### config.mk
export PLATFORM = sky130hd
export DESIGN_NAME = waveword_seq_flat
export DESIGN_NICKNAME = d
export VERILOG_FILES = /design/src/rtl/waveword_seq_if.sv /design/src/rtl/waveword_seq.sv /design/src/flat_wrapper.sv
export SDC_FILE = /design/constraint.sdc
export NUM_CORES = 1
export LEC_CHECK = 0
export ABC_AREA = 1
export CORE_MARGIN = 4
export CORE_UTILIZATION = 50
export CTS_BUF_LIST = sky130_fd_sc_hd__clkbuf_8
export DETAILED_ROUTE_END_ITERATION = 7
export PLACE_DENSITY = 0.91
export SLEW_MARGIN = 15
export SYNTH_ARGS = -nofsm -noshare
export SYNTH_HDL_FRONTEND = slang
export SYNTH_SLANG_ARGS = --single-unit
### constraint.sdc
create_clock -name clk -period 1.7 [get_ports clk]
set_input_delay 0.51 -clock clk [delete_from_list [all_inputs] [get_ports clk]]
set_output_delay 0.51 -clock clk [all_outputs]
set_load 0.02 [all_outputs]
### src/rtl/waveword_seq_if.sv
// waveword_seq_if: host control, wave RAM port and player handshake for waveword_seq.
interface waveword_seq_if #(
    parameter int ADDR_W = 10,
    parameter int LOOP_W = 8
);
    logic              start;
    logic              abort;
    logic [ADDR_W-1:0] base_addr;
    logic [LOOP_W-1:0] loop_cnt;
    logic              rd_en;
    logic [ADDR_W-1:0] rd_addr;
    logic [31:0]       rd_data;
    logic [31:0]       wave_word;
    logic              req;
    logic              ww_done;
    logic              busy;
    logic              seq_done;
    logic              addr_err;
    logic [15:0]       word_cnt;

    modport master (
        output start, abort, base_addr, loop_cnt, rd_data, ww_done,
        input  rd_en, rd_addr, wave_word, req, busy, seq_done, addr_err, word_cnt
    );

    modport slave (
        input  start, abort, base_addr, loop_cnt, rd_data, ww_done,
        output rd_en, rd_addr, wave_word, req, busy, seq_done, addr_err, word_cnt
    );
endinterface

### src/rtl/waveword_seq.sv
// waveword_seq: walks a wave-word list in RAM and hands each word to the DA player.
// Optional WAVEWORD_SEQ_PREFETCH_EN: fetch the next word while the player runs so
// the following req comes one cycle after ww_done instead of three.
module waveword_seq #(
    parameter int ADDR_W = 10,
    parameter int LOOP_W = 8
) (
    input logic           clk,
    input logic           rstn,
    waveword_seq_if.slave bus
);
    typedef enum logic [2:0] {IDLE, FETCH, WAIT_RD, ISSUE, RUN, DONE} state_e;

    state_e            state_q, state_d;
    logic [ADDR_W-1:0] addr_q, addr_d, base_q, base_d, next_addr;
    logic [LOOP_W-1:0] loops_q, loops_d;
    logic [31:0]       wave_word_q, wave_word_d;
    logic [15:0]       word_cnt_q, word_cnt_d;
    logic              addr_err_q, addr_err_d;
    logic              term, last, run_done, pf_rd, pf_hit;

    assign term      = wave_word_q[7:0] == 8'd0;
    assign last      = addr_q == '1;
    assign run_done  = state_q == RUN && bus.ww_done && !bus.abort;
    assign next_addr = term ? base_q : addr_q + ADDR_W'(1);

`ifdef WAVEWORD_SEQ_PREFETCH_EN
    logic [31:0] pf_buf_q;
    logic        pf_valid_q, pf_pend_q;

    assign pf_rd  = state_q == RUN && !pf_valid_q && !pf_pend_q && !(term && loops_q == '0)
                    && !last && !bus.ww_done && !bus.abort;
    assign pf_hit = pf_valid_q;

    // prefetch buffer: at most one read in flight, dropped whenever RUN is left
    always_ff @(posedge clk or negedge rstn) begin
        if (!rstn) begin
            pf_buf_q   <= '0;
            pf_valid_q <= 1'b0;
            pf_pend_q  <= 1'b0;
        end else begin
            pf_pend_q  <= pf_rd;
            pf_valid_q <= state_q == RUN && !bus.abort && !bus.ww_done && (pf_valid_q || pf_pend_q);
            if (pf_pend_q) pf_buf_q <= bus.rd_data;
        end
    end
`else
    assign pf_rd  = 1'b0;
    assign pf_hit = 1'b0;
`endif

    // state register
    always_ff @(posedge clk or negedge rstn) begin
        if (!rstn) state_q <= IDLE;
        else       state_q <= state_d;
    end

    // next state; abort returns to IDLE from anywhere and also beats a same-cycle start
    always_comb begin
        state_d = state_q;
        if (bus.abort) state_d = IDLE;
        else case (state_q)
            IDLE:    state_d = bus.start ? FETCH : IDLE;
            FETCH:   state_d = WAIT_RD;
            WAIT_RD: state_d = ISSUE;
            ISSUE:   state_d = RUN;
            RUN:     if (bus.ww_done) state_d = pf_hit ? ISSUE :
                                                term   ? (loops_q != '0 ? FETCH : DONE) :
                                                         (last ? IDLE : FETCH);
            default: state_d = IDLE;
        endcase
    end

    // outputs decoded from state; a prefetch read borrows the RAM port during RUN
    always_comb begin
        bus.rd_en     = state_q == FETCH || pf_rd;
        bus.rd_addr   = pf_rd ? next_addr : addr_q;
        bus.req       = state_q == ISSUE;
        bus.busy      = state_q != IDLE;
        bus.seq_done  = state_q == DONE;
        bus.wave_word = wave_word_q;
        bus.addr_err  = addr_err_q;
        bus.word_cnt  = word_cnt_q;
    end

    // datapath next values: list address, replay count, current word, counters
    always_comb begin
        addr_d      = addr_q;
        base_d      = base_q;
        loops_d     = loops_q;
        wave_word_d = wave_word_q;
        word_cnt_d  = word_cnt_q;
        addr_err_d  = addr_err_q;
        if (state_q == IDLE && bus.start && !bus.abort) begin
            addr_d     = bus.base_addr;
            base_d     = bus.base_addr;
            loops_d    = bus.loop_cnt;
            word_cnt_d = '0;
            addr_err_d = 1'b0;
        end
        if (state_q == WAIT_RD && !bus.abort) wave_word_d = bus.rd_data;
        if (state_q == ISSUE && word_cnt_q != '1) word_cnt_d = word_cnt_q + 16'd1;
        if (run_done) begin
            if (term ? loops_q != '0 : !last) begin
                addr_d  = next_addr;
                loops_d = term ? loops_q - LOOP_W'(1) : loops_q;
            end
            addr_err_d = addr_err_q | (!term & last);
`ifdef WAVEWORD_SEQ_PREFETCH_EN
            if (pf_hit) wave_word_d = pf_buf_q;
`endif
        end
    end

    // datapath registers
    always_ff @(posedge clk or negedge rstn) begin
        if (!rstn) begin
            addr_q      <= '0;
            base_q      <= '0;
            loops_q     <= '0;
            wave_word_q <= '0;
            word_cnt_q  <= '0;
            addr_err_q  <= 1'b0;
        end else begin
            addr_q      <= addr_d;
            base_q      <= base_d;
            loops_q     <= loops_d;
            wave_word_q <= wave_word_d;
            word_cnt_q  <= word_cnt_d;
            addr_err_q  <= addr_err_d;
        end
    end
endmodule

### src/flat_wrapper.sv
// flat-port wrapper written by rule: the top's interface ports become plain ports
module waveword_seq_flat 
#(
    parameter int ADDR_W = 10,
    parameter int LOOP_W = 8
)
  (clk, rstn, bus_start, bus_abort, bus_base_addr, bus_loop_cnt, bus_rd_data, bus_ww_done, bus_rd_en, bus_rd_addr, bus_wave_word, bus_req, bus_busy, bus_seq_done, bus_addr_err, bus_word_cnt);
  waveword_seq_if #(.ADDR_W(ADDR_W), .LOOP_W(LOOP_W)) bus_i ();
  input logic clk;
  input logic rstn;
  input wire logic [$bits(bus_i.start)-1:0] bus_start;
  input wire logic [$bits(bus_i.abort)-1:0] bus_abort;
  input wire logic [$bits(bus_i.base_addr)-1:0] bus_base_addr;
  input wire logic [$bits(bus_i.loop_cnt)-1:0] bus_loop_cnt;
  input wire logic [$bits(bus_i.rd_data)-1:0] bus_rd_data;
  input wire logic [$bits(bus_i.ww_done)-1:0] bus_ww_done;
  output wire logic [$bits(bus_i.rd_en)-1:0] bus_rd_en;
  output wire logic [$bits(bus_i.rd_addr)-1:0] bus_rd_addr;
  output wire logic [$bits(bus_i.wave_word)-1:0] bus_wave_word;
  output wire logic [$bits(bus_i.req)-1:0] bus_req;
  output wire logic [$bits(bus_i.busy)-1:0] bus_busy;
  output wire logic [$bits(bus_i.seq_done)-1:0] bus_seq_done;
  output wire logic [$bits(bus_i.addr_err)-1:0] bus_addr_err;
  output wire logic [$bits(bus_i.word_cnt)-1:0] bus_word_cnt;
  assign bus_i.start = bus_start;
  assign bus_i.abort = bus_abort;
  assign bus_i.base_addr = bus_base_addr;
  assign bus_i.loop_cnt = bus_loop_cnt;
  assign bus_i.rd_data = bus_rd_data;
  assign bus_i.ww_done = bus_ww_done;
  assign bus_rd_en = bus_i.rd_en;
  assign bus_rd_addr = bus_i.rd_addr;
  assign bus_wave_word = bus_i.wave_word;
  assign bus_req = bus_i.req;
  assign bus_busy = bus_i.busy;
  assign bus_seq_done = bus_i.seq_done;
  assign bus_addr_err = bus_i.addr_err;
  assign bus_word_cnt = bus_i.word_cnt;
  waveword_seq #(.ADDR_W(ADDR_W), .LOOP_W(LOOP_W)) u_core (.clk(clk), .rstn(rstn), .bus(bus_i));
endmodule
== Word-level counts from Yosys, hierarchy flattened ==
Cells that the tools add are included.
Cells by class
  eq/ne operators: 9
  mux-type cells: 20
  $add $sub $neg: 3
  reductions and logical operators: 15
  bitwise operators: 2
Operators with widths (number)
  $mux W10: 4
  $mux W16: 2
  $mux W8: 4
  $add A16 B1 Y16 const B: 1
  $ne A16 B16 Y1 const B: 1
  $pmux W3 S5: 1
  $mux W3: 4
  $add A10 B1 Y10 const B: 1
  $eq A10 B10 Y1 const B: 1
  $logic_not A8 Y1: 1
  $reduce_bool A8 Y1: 1
  $sub A8 B1 Y8 const B: 1
  $eq A3 B2 Y1 const B: 2
  $eq A3 B3 Y1 const B: 2
  $logic_and A1 B1 Y1: 6
  $mux W1: 5
  $reduce_bool A2 Y1: 2
  $eq A3 B1 Y1 const B: 1
  $logic_not A1 Y1: 3
  $logic_not A3 Y1: 1
  $ne A3 B2 Y1 const B: 1
  $ne A3 B3 Y1 const B: 1
  $reduce_bool A3 Y1: 1
  $and A1 B1 Y1: 1
  $or A1 B1 Y1: 1
Storage, ports and cells
  logic and storage cells: 56
  register bits after elaboration: 80

== Longest topological paths before layout ==
Gate-level depths: netlist of the first run.
  depth in word-level cells: 6
  depth in mapped cells: 12
  gate-level depth less buffers: 11

== Worst setup path before layout of the first run ==
Ideal clock, no wire load.
  kind: register to register
  from: reg u_core.word_cnt_q[0], in the netlist u_core.bus.word_cnt[0]
  to: reg u_core.word_cnt_q[12], in the netlist u_core.bus.word_cnt[12]
  required time: 1.582 ns
  data arrival time: 1.557 ns
  path slack: 0.026 ns
  buffers on the path: 1
  cell stages (with the launch flop): 12
  setup time: 0.118 ns
  cell sequence: dfrtp_1 > ha_1 > nand2_2 > nor2_4 > nand3_2 > clkinv_2 > nand2_4 > nor2_1 > nor2_2 > buf_4 > nand3_1 > nand2_1
Between the ends
  word-level cells in the longest chain between the ends: 3
Ends and longest elaborated chain
  start, declared: line waveword_seq.sv:18  | logic [15:0] word_cnt_q, word_cnt_d;
  start signal, assigned: line waveword_seq.sv:129  | word_cnt_q <= word_cnt_d;
  branches (longest 3 deep; another with $add A16 B1 Y16)
Parallel ways; which one is timed is not known.
A chain may end at the register's enable or synchronous reset.

== Final worst setup path of the first run ==
  from: reg u_core.state_q[0]
  to: out bus_busy
Between the ends
  word-level cells in the longest chain between the ends: 1
Ends and longest elaborated chain
  start, declared: line waveword_seq.sv:14  | state_e state_q, state_d;
  start signal, assigned: line waveword_seq.sv:55  | else state_q <= state_d;
  $reduce_bool A3 Y1: line waveword_seq.sv:79  | bus.busy = state_q != IDLE;
  end, declared: line flat_wrapper.sv:21  | output wire logic [$bits(bus_i.busy)-1:0] bus_busy;
No other way between the ends.

==> metrics.txt, run 1 <==
Post-DP Area=5990 µm²; period utilization=1.04; Crit Path Class=reg2out; Die W=roughly 100 µm; num ports=roughly 120; Main synth FF type=dfrtp_1; Vias=roughly 4,200; Req. time, crit path=approximately 1.2 ns; global placer's final weighted congestion=0.890; total CTS buffers=9; CP cell instances=buf_6, nor2_4, nand2_4, buf_6; CTS Hold Bufs=0; FF-to-FF End=u_core.bus.wave_word[19]; grt met3 use=0.0627; drt wl/cell=14.9 µm; Post-synth EDFFs=0; largest net degree at the start of global routing=between 80 and 90; setup ws final=-0.0615 ns; worst-skew pair later-pin latency=approximately 0.36 ns; CP Max Fanout=4; total power=7560 µW; core box area=8380 µm²; H-tree levels=3; Finished Cell Area=about 6400 µm²; Clk pin slew, worst setup/hold paths=about 0.080 ns; total negative slack=-0.0617 ns; top post-synthesis cells by area=dfrtp_1, nand2_1, mux2_2; initial DRC count=roughly 210; final wirelength=between 10 and 15 mm; failing checks=negative setup slack; worst slew pin tran=0.445 ns; status=finished, violations left; clock root buffer=clkbuf_8; vias in the first global route=roughly 4,100; Final Net Count=about 760; remaining global-route overflow=0; # rows=33; initial antenna violation count=0; Pwr Density=approximately 1200 nW/µm²; endpoints failing setup=2; endpoints failing hold=0; layout cells sized above 1=0.230; Worst Clk Skew=roughly 0.014 ns; post-place setup slack=-0.327 ns; R2R depth=7; Slowest cell on crit path=dfrtp_2; Area Growth Syn to Fin=46.0%; achievable frequency=~570 MHz; maxcap violations=0; grt met1 use=0.287; Cells after Synth=~530; CP startpoint=u_core.state_q[0]; GRT Max-Usage Layer=met2; met2 Use GR=0.385; DR DRC count=0; Synth Warn #=0; fin crit period=~1.8 ns; ys async rst share=1.00; HP Class=in2async; crit start category=register; Max Slew Vio Count=0; synthesized cell area=4380 µm²; DPL Wire Length=just under 9 mm; flops & latches, synth=80; crit path capture type=primary output; DR vias/cell=~5.2; 1st-pass router iterations=6; Worst Path Arrival=about 1.3 ns; TritonCTS clock tree=yes; dominant cell type by area after synthesis=dfrtp_1; reg2reg start=u_core.state_q[1]; fillcell total=around 580; unrepaired setup endpoints after global routing=yes; post-synthesis sequential area ratio=0.458; Cell variety after synth=37; Die ar.=roughly 10,000 µm²; Rel. slew slack=0.703; Max clock buf depth=2; Max VDD drop=~1.2 mV; reg2reg setup slack=around 0.08 ns; net count after synthesis=584; GRT Total Usage=0.230; most used cell, CP=buf_6; Min Hold Slack=between 0.1 and 0.15 ns; Leak=approximately 0.0033 µW; ANT cells=0; Starting Density=0.522; global-route wire length before repair=between 15 and 20 mm; IO buf count=~120; Synth Area per Inst=between 8 and 9 µm²; CTS sink count=80; Critical Path Max Stage Delay=0.45 ns; capture point of the worst path=bus_busy; Final ANT Viol Nets=0; Die Y=102 µm; share of the synthesized area in the top cell type=0.458
-- worst min path at each step --
stage | start | end | slack, ns | cells after the start
global route | rstn | u_core.loops_q[7] | 0.20 | 2
detailed placement | u_core.bus.wave_word[8] | u_core.bus.wave_word[8] | 0.49 | 1
global placement | u_core.base_q[0] | u_core.base_q[0] | 0.48 | 2
floorplan | rstn | u_core.base_q[0] | 0.21 | 0
finish | rstn | u_core.loops_q[7] | 0.15 | 2
CTS | rstn | u_core.loops_q[4] | 0.19 | 2
-- layer usage --
metal	share of wire	vias up
met5	0	-
met4	0.017	0
met3	0.093	22
met2	0.50	204
met1	0.39	1959
li1	-	2043
-- report_power, final --
group	internal (µW)	switching [µW]	leakage (µW)
logic	1410	1670	0.00214
registers	2500	411	0.00100
clock network	859	720	0.000108
-- cell usage in the layout (no fill, tap or decap), types with 6 or more instances in the layout --
cell type	instances
mux2_2	28
dfrtp_1	79
o21ai_0	11
inv_1	52
xor2_1	8
nand2_2	6
buf_12	6
inv_2	6
clkdlybuf4s50_1	53
dlygate4sd2_1	52
a21oi_1	19
buf_4	56
nor2_4	10
o21ai_1	8
nor2_1	50
nand3_1	48
clkbuf_8	10
buf_6	9
o21bai_1	7
nand4_1	8
nand2_1	124
-- state kept, by name (all words and copies together) (netlist names) --
signal                cells
u_core.bus.addr_err       1
u_core.base_q            10
u_core.bus.rd_addr       10
u_core.bus.word_cnt      16
u_core.loops_q            8
u_core.state_q            3
u_core.bus.wave_word     32
-- logic make-up after synthesis --
kind of cell | Yosys count | synth area share
flops | 80 | 0.458
mux | 32 | 0.0824
xor+xnor | 12 | 0.0240
fa+ha+maj | 4 | 0.0114
buf+inv | 77 | 0.0786
simple gates | 267 | 0.275
compound gates | 53 | 0.0715
-- cell usage after synthesis (5+ instances only) --
| library cell | number |
|---|---|
| a21oi_1 | 19 |
| mux2_2 | 28 |
| nor2_2 | 6 |
| inv_2 | 5 |
| nand2_1 | 127 |
| xor2_1 | 8 |
| buf_2 | 8 |
| nand3_1 | 50 |
| inv_1 | 53 |
| dfrtp_1 | 80 |
| o21bai_1 | 7 |
| nor2_1 | 54 |
| nand4_1 | 8 |
| o21ai_1 | 8 |
| o21ai_0 | 11 |
-- final cells by class --
| cell class | count | area, µm² | area share |
|---|---|---|---|
| multi-input combinational | 368 | 2110 | 0.330 |
| sequential | 80 | 2000 | 0.314 |
| timing repair buffer | 183 | 1680 | 0.263 |
| inverter | 62 | 243 | 0.0380 |
| clock buffer | 10 | 138 | 0.0215 |
| tap | 105 | 131 | 0.0206 |
| clock inverter | 5 | 81.3 | 0.0127 |
-- per-stage QoR --
stage	util	cells
2_1_floorplan	-	525
3_3_place_gp	0.715	780
3_5_place_dp	0.715	780
4_1_cts	0.733	796
5_1_grt	0.762	813
6_report	0.762	813
-- worst max-delay path, delay by kind of cell (launching register included) --
family        cells  cell delay, ns
buf+inv           2            0.26
flops             1            0.45
simple gates      2            0.19
-- what timing repair did --
item / 4_1_cts / 5_1_grt
endpoints found under the setup margin: 77 / 44
hold endpoints to repair: 0 / 0
buffers inserted: 1 / 17
pin swaps: 1 / 17
gates resized for setup: 84 / 42
(Power assumes the default switching activity.)
==> run 2: changes to the inputs <==
--- a/config.mk
+++ b/config.mk
@@ -6,6 +6,7 @@
 export NUM_CORES = 1
 export LEC_CHECK = 0
 export ABC_AREA = 1
+export ABC_CLOCK_PERIOD_IN_PS = 1700
 export CORE_MARGIN = 4
 export CORE_UTILIZATION = 50
 export CTS_BUF_LIST = sky130_fd_sc_hd__clkbuf_8
==> results of run 2 <==
No change in the layout: final DEF, timing and power equal those of run 1.
